## config.mk

```make
export PLATFORM = sky130hd
export DESIGN_NAME = alu_uart_sched_flat
export DESIGN_NICKNAME = d
export VERILOG_FILES = /design/src/rtl/alu_sched_pkg.sv /design/src/rtl/alu_uart_sched_if.sv /design/src/rtl/alu_uart_sched_arb.sv /design/src/rtl/alu_uart_sched.sv /design/src/flat_wrapper.sv
export SDC_FILE = /design/constraint.sdc
export NUM_CORES = 1
export LEC_CHECK = 0
export CORE_UTILIZATION = 39
export CTS_CLUSTER_DIAMETER = 200
export CTS_CLUSTER_SIZE = 25
export DETAILED_ROUTE_END_ITERATION = 8
export PLACE_DENSITY = 0.78
export SYNTH_ARGS = -nofsm -noshare
export SYNTH_HDL_FRONTEND = slang
export SYNTH_SLANG_ARGS = --single-unit
```

## constraint.sdc

```tcl
create_clock -name clock -period 2.1 [get_ports clock]
set_input_delay 0.525 -clock clock [delete_from_list [all_inputs] [get_ports clock]]
set_output_delay 0.525 -clock clock [all_outputs]
set_load 0.02 [all_outputs]
```

## src/rtl/alu_sched_pkg.sv

```systemverilog
// Shared types and constants for the ALU/UART scheduler: widths, FSM states,
// ALU opcodes and the result byte selector.
package alu_sched_pkg;

  localparam int DATA_W = 8;
  localparam int RES_W  = 16;
  localparam int OP_W   = 3;

  typedef enum logic [2:0] {
    S_IDLE     = 3'd0,
    S_EXEC     = 3'd1,
    S_CAPT     = 3'd2,
    S_SEND     = 3'd3,
    S_WAIT_ACC = 3'd4,
    S_WAIT_TX  = 3'd5,
    S_DONE     = 3'd6
  } state_e;

  // Opcodes are only forwarded by the scheduler; the ALU gives them meaning.
  localparam logic [OP_W-1:0] OP_ADD = 3'b000;
  localparam logic [OP_W-1:0] OP_SUB = 3'b001;
  localparam logic [OP_W-1:0] OP_AND = 3'b010;
  localparam logic [OP_W-1:0] OP_OR  = 3'b011;
  localparam logic [OP_W-1:0] OP_XOR = 3'b100;
  localparam logic [OP_W-1:0] OP_MUL = 3'b101;
  localparam logic [OP_W-1:0] OP_SHL = 3'b110;
  localparam logic [OP_W-1:0] OP_SHR = 3'b111;

  function automatic logic [DATA_W-1:0] res_byte(input logic [RES_W-1:0] r,
                                                 input logic             hi);
    return hi ? r[RES_W-1:DATA_W] : r[DATA_W-1:0];
  endfunction

endpackage

```

## src/rtl/alu_uart_sched_if.sv

```systemverilog
// Requester, ALU, UART and completion signals of the scheduler, bundled.
// master = scheduler side, slave = surrounding system.
interface alu_uart_sched_if;
  import alu_sched_pkg::*;

  logic              req0_valid;
  logic [DATA_W-1:0] req0_a;
  logic [DATA_W-1:0] req0_b;
  logic [OP_W-1:0]   req0_op;
  logic              req0_ready;

  logic              req1_valid;
  logic [DATA_W-1:0] req1_a;
  logic [DATA_W-1:0] req1_b;
  logic [OP_W-1:0]   req1_op;
  logic              req1_ready;

  logic [DATA_W-1:0] alu_a;
  logic [DATA_W-1:0] alu_b;
  logic [OP_W-1:0]   alu_opcode;
  logic [RES_W-1:0]  alu_result;

  logic              uart_start;
  logic [DATA_W-1:0] uart_data;
  logic              uart_busy;

  logic              done_valid;
  logic              done_id;
  logic [RES_W-1:0]  done_result;
  logic              sched_busy;

  modport master (
    input  req0_valid, req0_a, req0_b, req0_op,
    input  req1_valid, req1_a, req1_b, req1_op,
    input  alu_result, uart_busy,
    output req0_ready, req1_ready,
    output alu_a, alu_b, alu_opcode,
    output uart_start, uart_data,
    output done_valid, done_id, done_result, sched_busy
  );

  modport slave (
    output req0_valid, req0_a, req0_b, req0_op,
    output req1_valid, req1_a, req1_b, req1_op,
    output alu_result, uart_busy,
    input  req0_ready, req1_ready,
    input  alu_a, alu_b, alu_opcode,
    input  uart_start, uart_data,
    input  done_valid, done_id, done_result, sched_busy
  );

endinterface

```

## src/rtl/alu_uart_sched_arb.sv

```systemverilog
// Two-input round-robin arbiter: a lone requester always wins, a tie goes to
// the requester that did not win last time. last_grant moves only on update.
module rr_arbiter2 #(
  parameter logic FIRST_GRANT = 1'b0
) (
  input  logic       clock,
  input  logic       reset_n,
  input  logic [1:0] valid_i,
  input  logic       update_i,
  output logic       grant_id_o,
  output logic       grant_valid_o
);

  logic last_grant_q;
  logic last_grant_d;
  logic grant_id;

  always_comb begin
    grant_id = 1'b0;
    unique case (valid_i)
      2'b01:   grant_id = 1'b0;
      2'b10:   grant_id = 1'b1;
      2'b11:   grant_id = ~last_grant_q;
      default: grant_id = 1'b0;
    endcase
  end

  always_comb begin
    last_grant_d = last_grant_q;
    if (update_i) last_grant_d = grant_id;
  end

  // Seeding with the complement makes FIRST_GRANT win the first tie.
  always_ff @(posedge clock or negedge reset_n) begin
    if (!reset_n) last_grant_q <= ~FIRST_GRANT;
    else          last_grant_q <= last_grant_d;
  end

  assign grant_id_o    = grant_id;
  assign grant_valid_o = |valid_i;

endmodule

```

## src/rtl/alu_uart_sched.sv

```systemverilog
// Shares one ALU and one UART_TX between two requesters: arbitrate, register
// operands, capture the 16-bit result, stream it byte-wise, report completion.
module alu_uart_sched
  import alu_sched_pkg::*;
#(
  parameter int   SEND_BYTES  = 2,
  parameter logic FIRST_GRANT = 1'b0
) (
  input logic              clock,
  input logic              reset_n,
  alu_uart_sched_if.master bus
);

  localparam logic CNT_INIT = (SEND_BYTES > 1);

  state_e            state_q, state_d;
  logic [DATA_W-1:0] alu_a_q, alu_a_d;
  logic [DATA_W-1:0] alu_b_q, alu_b_d;
  logic [OP_W-1:0]   alu_op_q, alu_op_d;
  logic              id_q, id_d;
  logic [RES_W-1:0]  result_q, result_d;
  logic              byte_cnt_q, byte_cnt_d;

  logic grant_id;
  logic grant_vld;
  logic rdy0;
  logic rdy1;
  logic xfer;
  logic start_c;
  logic tx_phase;

  rr_arbiter2 #(
    .FIRST_GRANT (FIRST_GRANT)
  ) u_arb (
    .clock         (clock),
    .reset_n       (reset_n),
    .valid_i       ({bus.req1_valid, bus.req0_valid}),
    .update_i      (xfer),
    .grant_id_o    (grant_id),
    .grant_valid_o (grant_vld)
  );

  // reset_n gates ready so nothing is offered while reset is held.
  assign rdy0 = reset_n & (state_q == S_IDLE) & grant_vld & ~grant_id & bus.req0_valid;
  assign rdy1 = reset_n & (state_q == S_IDLE) & grant_vld &  grant_id & bus.req1_valid;
  assign xfer = rdy0 | rdy1;

  always_comb begin
    state_d    = state_q;
    alu_a_d    = alu_a_q;
    alu_b_d    = alu_b_q;
    alu_op_d   = alu_op_q;
    id_d       = id_q;
    result_d   = result_q;
    byte_cnt_d = byte_cnt_q;
    start_c    = 1'b0;
    unique case (state_q)
      S_IDLE: begin
        if (xfer) begin
          alu_a_d  = grant_id ? bus.req1_a  : bus.req0_a;
          alu_b_d  = grant_id ? bus.req1_b  : bus.req0_b;
          alu_op_d = grant_id ? bus.req1_op : bus.req0_op;
          id_d     = grant_id;
          state_d  = S_EXEC;
        end
      end
      S_EXEC: state_d = S_CAPT;
      S_CAPT: begin
        result_d   = bus.alu_result;
        byte_cnt_d = CNT_INIT;
        state_d    = S_SEND;
      end
      S_SEND: begin
        // The UART may still be shifting out the previous byte.
        if (!bus.uart_busy) begin
          start_c = 1'b1;
          state_d = S_WAIT_ACC;
        end
      end
      S_WAIT_ACC: begin
        if (bus.uart_busy) state_d = S_WAIT_TX;
      end
      S_WAIT_TX: begin
        if (!bus.uart_busy) begin
          if (byte_cnt_q != 1'b0) begin
            byte_cnt_d = 1'b0;
            state_d    = S_SEND;
          end else begin
            state_d = S_DONE;
          end
        end
      end
      S_DONE:  state_d = S_IDLE;
      default: state_d = S_IDLE;
    endcase
  end

  always_ff @(posedge clock or negedge reset_n) begin
    if (!reset_n) begin
      state_q    <= S_IDLE;
      alu_a_q    <= '0;
      alu_b_q    <= '0;
      alu_op_q   <= '0;
      id_q       <= 1'b0;
      result_q   <= '0;
      byte_cnt_q <= 1'b0;
    end else begin
      state_q    <= state_d;
      alu_a_q    <= alu_a_d;
      alu_b_q    <= alu_b_d;
      alu_op_q   <= alu_op_d;
      id_q       <= id_d;
      result_q   <= result_d;
      byte_cnt_q <= byte_cnt_d;
    end
  end

  // uart_data is valid from the start cycle until the byte has left the UART.
  assign tx_phase = (state_q == S_SEND) || (state_q == S_WAIT_ACC) ||
                    (state_q == S_WAIT_TX);

  assign bus.req0_ready  = rdy0;
  assign bus.req1_ready  = rdy1;
  assign bus.alu_a       = alu_a_q;
  assign bus.alu_b       = alu_b_q;
  assign bus.alu_opcode  = alu_op_q;
  assign bus.uart_start  = start_c;
  assign bus.uart_data   = tx_phase ? res_byte(result_q, byte_cnt_q) : '0;
  assign bus.done_valid  = (state_q == S_DONE);
  assign bus.done_id     = id_q;
  assign bus.done_result = result_q;
  assign bus.sched_busy  = (state_q != S_IDLE);

endmodule
```

## src/flat_wrapper.sv

```systemverilog
// flat-port wrapper written by rule: the top's interface ports become plain ports
module alu_uart_sched_flat import alu_sched_pkg::*;
#(
  parameter int   SEND_BYTES  = 2,
  parameter logic FIRST_GRANT = 1'b0
)
  (clock, reset_n, bus_req0_valid, bus_req0_a, bus_req0_b, bus_req0_op, bus_req1_valid, bus_req1_a, bus_req1_b, bus_req1_op, bus_alu_result, bus_uart_busy, bus_req0_ready, bus_req1_ready, bus_alu_a, bus_alu_b, bus_alu_opcode, bus_uart_start, bus_uart_data, bus_done_valid, bus_done_id, bus_done_result, bus_sched_busy);
  alu_uart_sched_if bus_i ();
  input logic clock;
  input logic reset_n;
  input wire logic [$bits(bus_i.req0_valid)-1:0] bus_req0_valid;
  input wire logic [$bits(bus_i.req0_a)-1:0] bus_req0_a;
  input wire logic [$bits(bus_i.req0_b)-1:0] bus_req0_b;
  input wire logic [$bits(bus_i.req0_op)-1:0] bus_req0_op;
  input wire logic [$bits(bus_i.req1_valid)-1:0] bus_req1_valid;
  input wire logic [$bits(bus_i.req1_a)-1:0] bus_req1_a;
  input wire logic [$bits(bus_i.req1_b)-1:0] bus_req1_b;
  input wire logic [$bits(bus_i.req1_op)-1:0] bus_req1_op;
  input wire logic [$bits(bus_i.alu_result)-1:0] bus_alu_result;
  input wire logic [$bits(bus_i.uart_busy)-1:0] bus_uart_busy;
  output wire logic [$bits(bus_i.req0_ready)-1:0] bus_req0_ready;
  output wire logic [$bits(bus_i.req1_ready)-1:0] bus_req1_ready;
  output wire logic [$bits(bus_i.alu_a)-1:0] bus_alu_a;
  output wire logic [$bits(bus_i.alu_b)-1:0] bus_alu_b;
  output wire logic [$bits(bus_i.alu_opcode)-1:0] bus_alu_opcode;
  output wire logic [$bits(bus_i.uart_start)-1:0] bus_uart_start;
  output wire logic [$bits(bus_i.uart_data)-1:0] bus_uart_data;
  output wire logic [$bits(bus_i.done_valid)-1:0] bus_done_valid;
  output wire logic [$bits(bus_i.done_id)-1:0] bus_done_id;
  output wire logic [$bits(bus_i.done_result)-1:0] bus_done_result;
  output wire logic [$bits(bus_i.sched_busy)-1:0] bus_sched_busy;
  assign bus_i.req0_valid = bus_req0_valid;
  assign bus_i.req0_a = bus_req0_a;
  assign bus_i.req0_b = bus_req0_b;
  assign bus_i.req0_op = bus_req0_op;
  assign bus_i.req1_valid = bus_req1_valid;
  assign bus_i.req1_a = bus_req1_a;
  assign bus_i.req1_b = bus_req1_b;
  assign bus_i.req1_op = bus_req1_op;
  assign bus_i.alu_result = bus_alu_result;
  assign bus_i.uart_busy = bus_uart_busy;
  assign bus_req0_ready = bus_i.req0_ready;
  assign bus_req1_ready = bus_i.req1_ready;
  assign bus_alu_a = bus_i.alu_a;
  assign bus_alu_b = bus_i.alu_b;
  assign bus_alu_opcode = bus_i.alu_opcode;
  assign bus_uart_start = bus_i.uart_start;
  assign bus_uart_data = bus_i.uart_data;
  assign bus_done_valid = bus_i.done_valid;
  assign bus_done_id = bus_i.done_id;
  assign bus_done_result = bus_i.done_result;
  assign bus_sched_busy = bus_i.sched_busy;
  alu_uart_sched #(.SEND_BYTES(SEND_BYTES), .FIRST_GRANT(FIRST_GRANT)) u_core (.clock(clock), .reset_n(reset_n), .bus(bus_i));
endmodule
```

* Word level (Yosys, flattened, before mapping)
Cells that the tools add are included.
** Storage, ports and cells
- Latch bits :: 0
- Bits in writable memories :: 0
- Logic and storage cells :: 54
- Bits in read-only memories :: 0
- Register bits after elaboration :: 41
- Memories kept :: 0
** Operators by class
- Bitwise logic cells :: 9
- $add $sub $neg :: 0
- $mul :: 0
- Multiplexer cells :: 16
- Equal/unequal tests :: 12
- Reductions and logical operators :: 9
- Shift operators :: 0
- Divide/modulo/power cells :: 0
- Magnitude comparators :: 0
** Operators by type and width (number)
- $mux 8 :: 4
- $mux 3 :: 6
- $pmux 3 s6 :: 1
- $eq 3x3->1 const B :: 3
- $ne 2x2->1 const B :: 4
- $and 1x1->1 :: 6
- $eq 3x2->1 const B :: 2
- $eq 2x2->1 const B :: 2
- $pmux 1 s2 :: 2
- $reduce_and 2->1 :: 2
- $reduce_and 4->1 :: 1
- $eq 3x1->1 const B :: 1
- $logic_not 3->1 :: 1
- $mux 1 :: 3
- $reduce_bool 3->1 :: 1
- $logic_or 1x1->1 :: 2
- $not 1->1 :: 2
- $reduce_bool 2->1 :: 1
- $reduce_or 2->1 :: 1
- $or 1x1->1 :: 1

* Depth between registers and ports, before layout
Gate-level depths: netlist of run 1.
- Depth after elaboration :: 8
- Mapped depth :: 6

* Modules after synthesis
Synthesis of run 1 repeated with hierarchy kept, for this count alone.
** Second synthesis, totals
- Cell total of the unflattened synthesis :: 152
- Area total of the unflattened synthesis :: 2004.4 µm²
** By module, submodules not included
- alu_uart_sched :: times used 1, area each 1945.6 µm², seq. area each 1001.0 µm², cells each 148
- rr_arbiter2 :: times used 1, area each 58.8 µm², seq. area each 26.3 µm², cells each 4

* Worst setup path before layout of run 1
No wires, ideal clock.
- Kind :: reg2out
- Start point :: register u_core.state_q[2]
- End point :: output bus_req0_ready
- Required time :: 1.575 ns
- Arrival :: 1.544 ns
- Path buffers :: 1
- Slack :: 0.031 ns
- Stages on the path, launching flop included :: 4
- Path through :: dfrtp_1 buf_4 or4b_4 nor3_1
** Between the ends
- Longest elaborated chain between the ends :: 5
** RTL lines
- start, declared :: line alu_uart_sched.sv:16 : state_e state_q, state_d;
- start signal, assigned :: line alu_uart_sched.sv:108 : state_q <= state_d;
- $logic_not 3->1 :: line alu_uart_sched.sv:44 : assign rdy0 = reset_n & (state_q == S_IDLE) & grant_vld & ~grant_id & bus.req0_valid;
- $and 1x1->1 (4 in series) :: line alu_uart_sched.sv:44
- end, declared :: line flat_wrapper.sv:21 : output wire logic [$bits(bus_i.req0_ready)-1:0] bus_req0_ready;
No other way between the ends.

* Worst setup path in the final report of run 1
- Start point :: register u_core.state_q[1]
- End point :: output bus_req0_ready
Same word-level chain as after synthesis.

==> results.md, run 1 <==
* Setup_tns at -0.0176 ns
* YS warnings at 0
* Vias in the first global route at 1810
* WP data required at 1.57 ns
* Share of layout cells above drive strength 1 at 0.290
* Setup WS post-layout at -0.0176 ns
* Asr flop ratio synth at 1.00
* CP Capture Type: output port
* Clock Sinks at 41
* Largest net degree at the start of global routing at 44
* Post-synthesis sequential area ratio at 0.502
* Clk pwr share at 0.104
* 1st-iter DRT viols at 53
* Synth area leader: dfrtp_1
* Startpoint class of the critical path: register
* Clk slew on worst S/H paths at 0.08 ns
* Root buf cell: clkbuf_8
* Die X at 74.4 um
* Synth Instances at 160
* Tot GR Track Use at 0.201
* TritonCTS buffer count at 5
* EDFF count, synth at 0
* Final WL at 5530 um
* Max frequency at 472 MHz
* Most common cell after layout, fill and taps aside: clkdlybuf4s50_1
* Routed Antenna Nets at 0
* HPWL Detailed at 3930 um
* Synthesized cell area at 2040 sq um
* Starting Density at 0.419
* Final Critical Period at about 2.1 ns
* Switching pwr at 1.97 mW
* Comb pwr share at 0.605
* Final worst-path cycle share at 1.01
* Leakage at 1.42 nW
* Row count at 25
* Slew headroom at 0.648
* Internal cell power at 3.13 mW
* Vias at 1835
* Top-area cell type share of the netlist area at 0.490
* Ports at 108
* # DRC at 0
* RSZ-0062 raised after global routing: true
* Global-route wire length before repair at 8410 um
* Fin nets at roughly 340
* Net count after synthesis at around 220
* Synth Register Bits at 41
* Router iterations before antenna repair at 4
* Placed Cells at 341
* Ant diodes at 0
* Clk buf depth at 2
* Status: finished, violations left
* Pwr Density at approximately 1500 nW/um^2
* Hold Violations, Final at 0
* Design area at 3410 sq um
* Maximum VDD drop at 907 uV
* Core footprint at 4880 sq um
* Htree depth at 2
* Die area at 5540 sq um
* Layout Skew at 0.0102 ns
* Sequential power share at 0.290
* Slew @ Worst Pin at ~0.53 ns
* Switching Share at 0.386
* Syn Area/Cell at roughly 13 sq um
* CTS tree: yes
* CP max FO at 5
* Max-cap violations at 0
* GRT overflow at 0
* Crit Path Class: reg -> out
* Count of final setup violators at 1
* Post-place instance area at 3300 sq um
* Final total power at 5.10 mW
* Number of hold buffers added after cts at 0
* Synth top area cells: dfrtp_1 49%, mux2_2 8.8%, o32ai_1 8.1%
* Failing checks: setup timing
* Routability congestion estimate at 0.735
* CP Data Arrival Time at approximately 1.6 ns
* Wirelength per Cell at 15.7 um
* Commonest non-fill, non-tap cells in the layout: 93 x clkdlybuf4s50_1, 39 x dfrtp_1, 24 x buf_4, 19 x o32ai_1, 16 x mux2_2
* Place WS at -0.372 ns
* Layout Cells excl Fill at 353
* Unique masters post-synth at 36
* Die H at 74.4 um
* Worst-Skew Late Latency at just under 0.3 ns
* HP Class: in -> async
* Vias/cell at 5.20
* Post-synth top flop: dfrtp_1
* Final Slew Violations at 0
* IO buf count at 107
* Initial antenna violation count at 0
* Hold slack at 0.338 ns
* Post-Route Utilization at 0.699
* Area Overhead vs Synth at 66.8%
critical path, cell delays in order (launching register included):
cell and delay (ns):
dfrtp_1 0.44, or4b_4 0.56, nor3_2 0.16, buf_4 0.15
final timing paths:
check | start | endpoint | slack [ns] | depth (start not counted)
worst min-delay path | reset_n | u_core.bus.done_result[14] | 0.34 | 2
max in group asynchronous | reset_n | u_core.state_q[2] | 1.37 | 2
worst min register to register | u_core.bus.alu_b[4] | u_core.bus.alu_b[4] | 0.53 | 1
worst max register to register | u_core.state_q[1] | u_core.bus.alu_a[3] | 0.33 | 4
worst max-delay path | u_core.state_q[1] | bus_req0_ready | -0.02 | 3
min in group clock | u_core.bus.alu_b[4] | u_core.bus.alu_b[4] | 0.53 | 1
cell usage after synthesis, drive strengths merged, types with 2 or more instances:
| master | count |
|---|---|
| nor2 | 13 |
| a2bb2oi | 19 |
| mux2 | 16 |
| nor2b | 5 |
| mux2i | 9 |
| nand2 | 2 |
| a21boi | 2 |
| o32ai | 19 |
| dfrtp | 40 |
| buf | 7 |
| clkbuf | 7 |
| a21oi | 3 |
| o21ai | 2 |
metal layers:
layer | share of wire | GRT usage
met1 | 0.42 | 0.244
met2 | 0.46 | 0.339
met3 | 0.11 | 0.0705
met4 | 0.0087 | 0.0503
met5 | 0 | 0
repair_timing:
item,CTS,global route
setup buffers,2,2
endpoints found under the setup margin,13,6
resized for setup,53,7
endpoints found under the hold margin,0,0
pin swaps,1,1
power by group through the flow:
stage          Combinational, mW  Clock (mW)  Sequential, mW
6_report                    3.09       0.532            1.48
5_1_grt                     3.28       0.590            1.54
4_1_cts                     3.09       0.553            1.49
3_5_place_dp                3.06           0            1.50
3_3_place_gp                3.03           0            1.48
2_1_floorplan               1.26           0            1.87
cells by family (layout without fill, tap and decap cells):
| logic type | after synthesis | in the layout | share of synthesized area |
|---|---|---|---|
| simple gates | 30 | 30 | 0.0894 |
| mux | 25 | 25 | 0.132 |
| flops | 41 | 41 | 0.502 |
| compound gates | 49 | 49 | 0.232 |
| buf+inv | 15 | 141 | 0.0441 |
state kept, by name (all words and copies together) (netlist names):
name	count
u_core.bus.alu_a	8
u_core.bus.alu_b	8
u_core.bus.alu_opcode	3
u_core.bus.done_id	1
u_core.bus.done_result	16
u_core.byte_cnt_q	1
u_core.state_q	3
u_core.u_arb.last_grant_q	1
area by class of cell:
cell class | instances | area, sq um
Fill cell | 392 | 1470
Clock buffer | 7 | 86.3
Sequential cell | 41 | 1030
Clock inverter | 1 | 7.51
Tap cell | 67 | 83.8
Multi-Input combinational cell | 104 | 960
Inverter | 1 | 3.75
Timing Repair Buffer | 132 | 1240
No activity file was read; power rests on OpenSTA's default activity.
==> run 2: changes to the inputs <==
Settings changed: CTS_CLUSTER_SIZE 25 to 10.
Clock period 2.1 ns to 2.4 ns, I/O delays scaled along.
==> run 2 against run 1 <==
- sequential share of layout area increased by 0.54 points
- clock power decreased by 17%
- combinational power decreased by 17%
- total power decreased by 16%
- the run now ends clean
- largest power group unchanged
- critical endpoint unchanged
- largest cell class unchanged
- critical path type unchanged
==> results.md, run 2 (synthesized netlist as in run 1, its figures left out) <==
* Status: complete, no violations (was finished, violations left)
* Crit path cell chain: or4b_4, nor3_1, clkdlybuf4s15_2 (was or4b_4, nor3_2, buf_4)
* Routed Antenna Nets at 0 (unchanged)
* Largest stage delay, worst path at 0.54 ns (was 0.56 ns)
* # DRC at 0 (unchanged)
* Max-cap violations at 0 (unchanged)
* Max frequency at 425 MHz
* Die X at 74.4 um (unchanged)
* 1st-iter DRT viols at 72 (was 53)
* RSZ-0062 raised after global routing: false (was true)
* CTS tree: yes (unchanged)
* Largest net degree at the start of global routing at 44 (unchanged)
* Sequential power share at 0.302 (was 0.290)
* Vias in the first global route at 1740 (was 1810)
* Max reg flops at 16 (unchanged)
* Post-CTS setup buffers at 0 (was 2)
* Vias/cell at 5.23 (was 5.20)
* Setup WS post-layout at 0.0467 ns (was -0.0176 ns)
* Row count at 25 (unchanged)
* HP Class: in -> async (unchanged)
* Ports at 108 (unchanged)
* TritonCTS buffer count at 5 (unchanged)
* Design area at 3350 sq um (was 3410 sq um)
* Switching pwr at 1.69 mW (was 1.97 mW)
* Post-place instance area at 3270 sq um (was 3300 sq um)
* Final WL at 5470 um (was 5530 um)
* Worst-Skew Late Latency at 0.29 ns (about the same)
* Comb pwr share at 0.595 (was 0.605)
* Slew headroom at 0.642 (was 0.648)
* Die H at 74.4 um (unchanged)
* CP max FO at 6 (was 5)
* Worst setup startpoint: u_core.state_q[1] (unchanged)
* HPWL Detailed at 3990 um (was 3930 um)
* Clk slew on worst S/H paths at 0.08 ns (about the same)
* Hold slack at 0.392 ns (was 0.338 ns)
* GRT overflow at 0 (unchanged)
* Clock Sinks at 41 (unchanged)
* Worst reg2reg setup slack at 0.63 ns (was 0.33 ns)
* Starting Density at 0.419 (unchanged)
* Router iterations before antenna repair at 3 (was 4)
* IO buf count at 107 (unchanged)
* Slew @ Worst Pin at 0.538 ns (was 0.528 ns)
* Share of layout cells above drive strength 1 at 0.238 (was 0.290)
* Tot GR Track Use at 0.199 (was 0.201)
* WP data required at 1.80 ns (was 1.57 ns)
* Fin nets at 339 (was 344)
* Vias at 1821 (was 1835)
* Final worst-path cycle share at 0.981
* Place WS at -0.213 ns (was -0.372 ns)
* Crit Reg-Reg Endpoint: u_core.bus.alu_a[3] (unchanged)
* Die area at 5540 sq um (unchanged)
* Area Overhead vs Synth at 64.1% (was 66.8%)
* R2R depth at 4 (unchanged)
* Switching Share at 0.394 (was 0.386)
* Core footprint at 4880 sq um (unchanged)
* Global-route wire length before repair at 8210 um (was 8410 um)
* Final Critical Period at 2.35 ns
* Startpoint class of the critical path: register (unchanged)
* Commonest non-fill, non-tap cells in the layout: 94 x clkdlybuf4s50_1, 38 x dfrtp_1, 20 x buf_4, 19 x o32ai_1, 16 x mux2_2 (was 93 x clkdlybuf4s50_1, 39 x dfrtp_1, 24 x buf_4, 19 x o32ai_1, 16 x mux2_2)
* Ant diodes at 0 (unchanged)
* Internal cell power at 2.60 mW (was 3.13 mW)
* Clk pwr share at 0.103 (was 0.104)
* Clk buf depth at 2 (unchanged)
* Maximum VDD drop at 770 uV (was 907 uV)
* Hold Violations, Final at 0 (unchanged)
* Setup crit end: bus_req0_ready (unchanged)
* Crit Path Class: reg -> out (unchanged)
* Root buf cell: clkbuf_8 (unchanged)
* Most common cell after layout, fill and taps aside: clkdlybuf4s50_1 (unchanged)
* Critical Path Slowest Stage Cell: or4b_4 (unchanged)
* CP Capture Type: output port (unchanged)
* Routability congestion estimate at 0.696 (was 0.735)
* Htree depth at 2 (unchanged)
* Pwr Density at 1280 nW/um^2 (was 1500 nW/um^2)
* Count of final setup violators at 0 (was 1)
* Reg2reg start: u_core.state_q[1] (unchanged)
* Layout Skew at 0.00311 ns (was 0.0102 ns)
* Final Slew Violations at 0 (unchanged)
* CP Data Arrival Time at 1.75 ns (was 1.59 ns)
* Leakage at 1.40 nW (was 1.42 nW)
* Initial antenna violation count at 0 (unchanged)
* Wirelength per Cell at 15.7 um (about the same)
* Post-Route Utilization at 0.687 (was 0.699)
[run 2: area by class of cell]
| class | instances | area (sq um) |
|---|---|---|
| fill | 392 | 1530 |
| timing repair buffer | 127 | 1200 |
| sequential | 41 | 1030 |
| multi-input combinational | 104 | 947 |
| tap | 67 | 83.8 |
| clock buffer | 5 | 68.8 |
| clock inverter | 3 | 17.5 |
| inverter | 1 | 3.75 |
[run 2: metrics by stage]
step | cells | power, mW | setup TNS (ns)
floorplan | 160 | 2.74 | 0
global placement | 340 | 3.88 | -0.549
global route | 348 | 4.55 | 0
CTS | 348 | 4.33 | 0
detailed placement | 340 | 3.92 | -0.624
finish | 348 | 4.29 | 0
[run 2: worst min-delay path by stage]
stage                   startpoint                  end  slack (ns)
2_1_floorplan              reset_n  u_core.bus.alu_a[0]        0.30
3_3_place_gp   u_core.bus.alu_b[4]  u_core.bus.alu_b[4]        0.51
3_5_place_dp   u_core.bus.alu_b[4]  u_core.bus.alu_b[4]        0.51
4_1_cts                    reset_n  u_core.bus.alu_a[1]        0.43
5_1_grt                    reset_n  u_core.bus.alu_b[7]        0.45
6_report                   reset_n  u_core.bus.alu_a[7]        0.39
[run 2: what timing repair did]
action,in CTS,in global routing
gates resized for setup,15,6
setup endpoints to repair,11,11
hold buffers,0,0
gates cloned,0,0
pin swaps,1,0
[run 2: power groups by stage]
stage	registers, mW	logic, mW	clock network, mW
after floorplan	1.64	1.10	0
after global placement	1.30	2.58	0
after detailed placement	1.31	2.61	0
after CTS	1.30	2.57	0.460
after global routing	1.34	2.71	0.496
final	1.30	2.55	0.442
[run 2: worst max-delay path: cells and delay by family, from the launching register on]
kind,cells,cell delay (ns)
AND/OR/NAND/NOR,2,0.73
flip-flops,1,0.45
buffers and inverters,1,0.28
[run 2: layer usage]
| layer | wire [um] | share of wire | up-vias | track usage |
|---|---|---|---|---|
| li1 | - | - | 852 | - |
| met1 | 2350 | 0.43 | 877 | 0.247 |
| met2 | 2450 | 0.45 | 86 | 0.317 |
| met3 | 613 | 0.11 | 6 | 0.0854 |
| met4 | 53 | 0.0097 | 0 | 0.0566 |
| met5 | 0 | 0 | - | 0 |
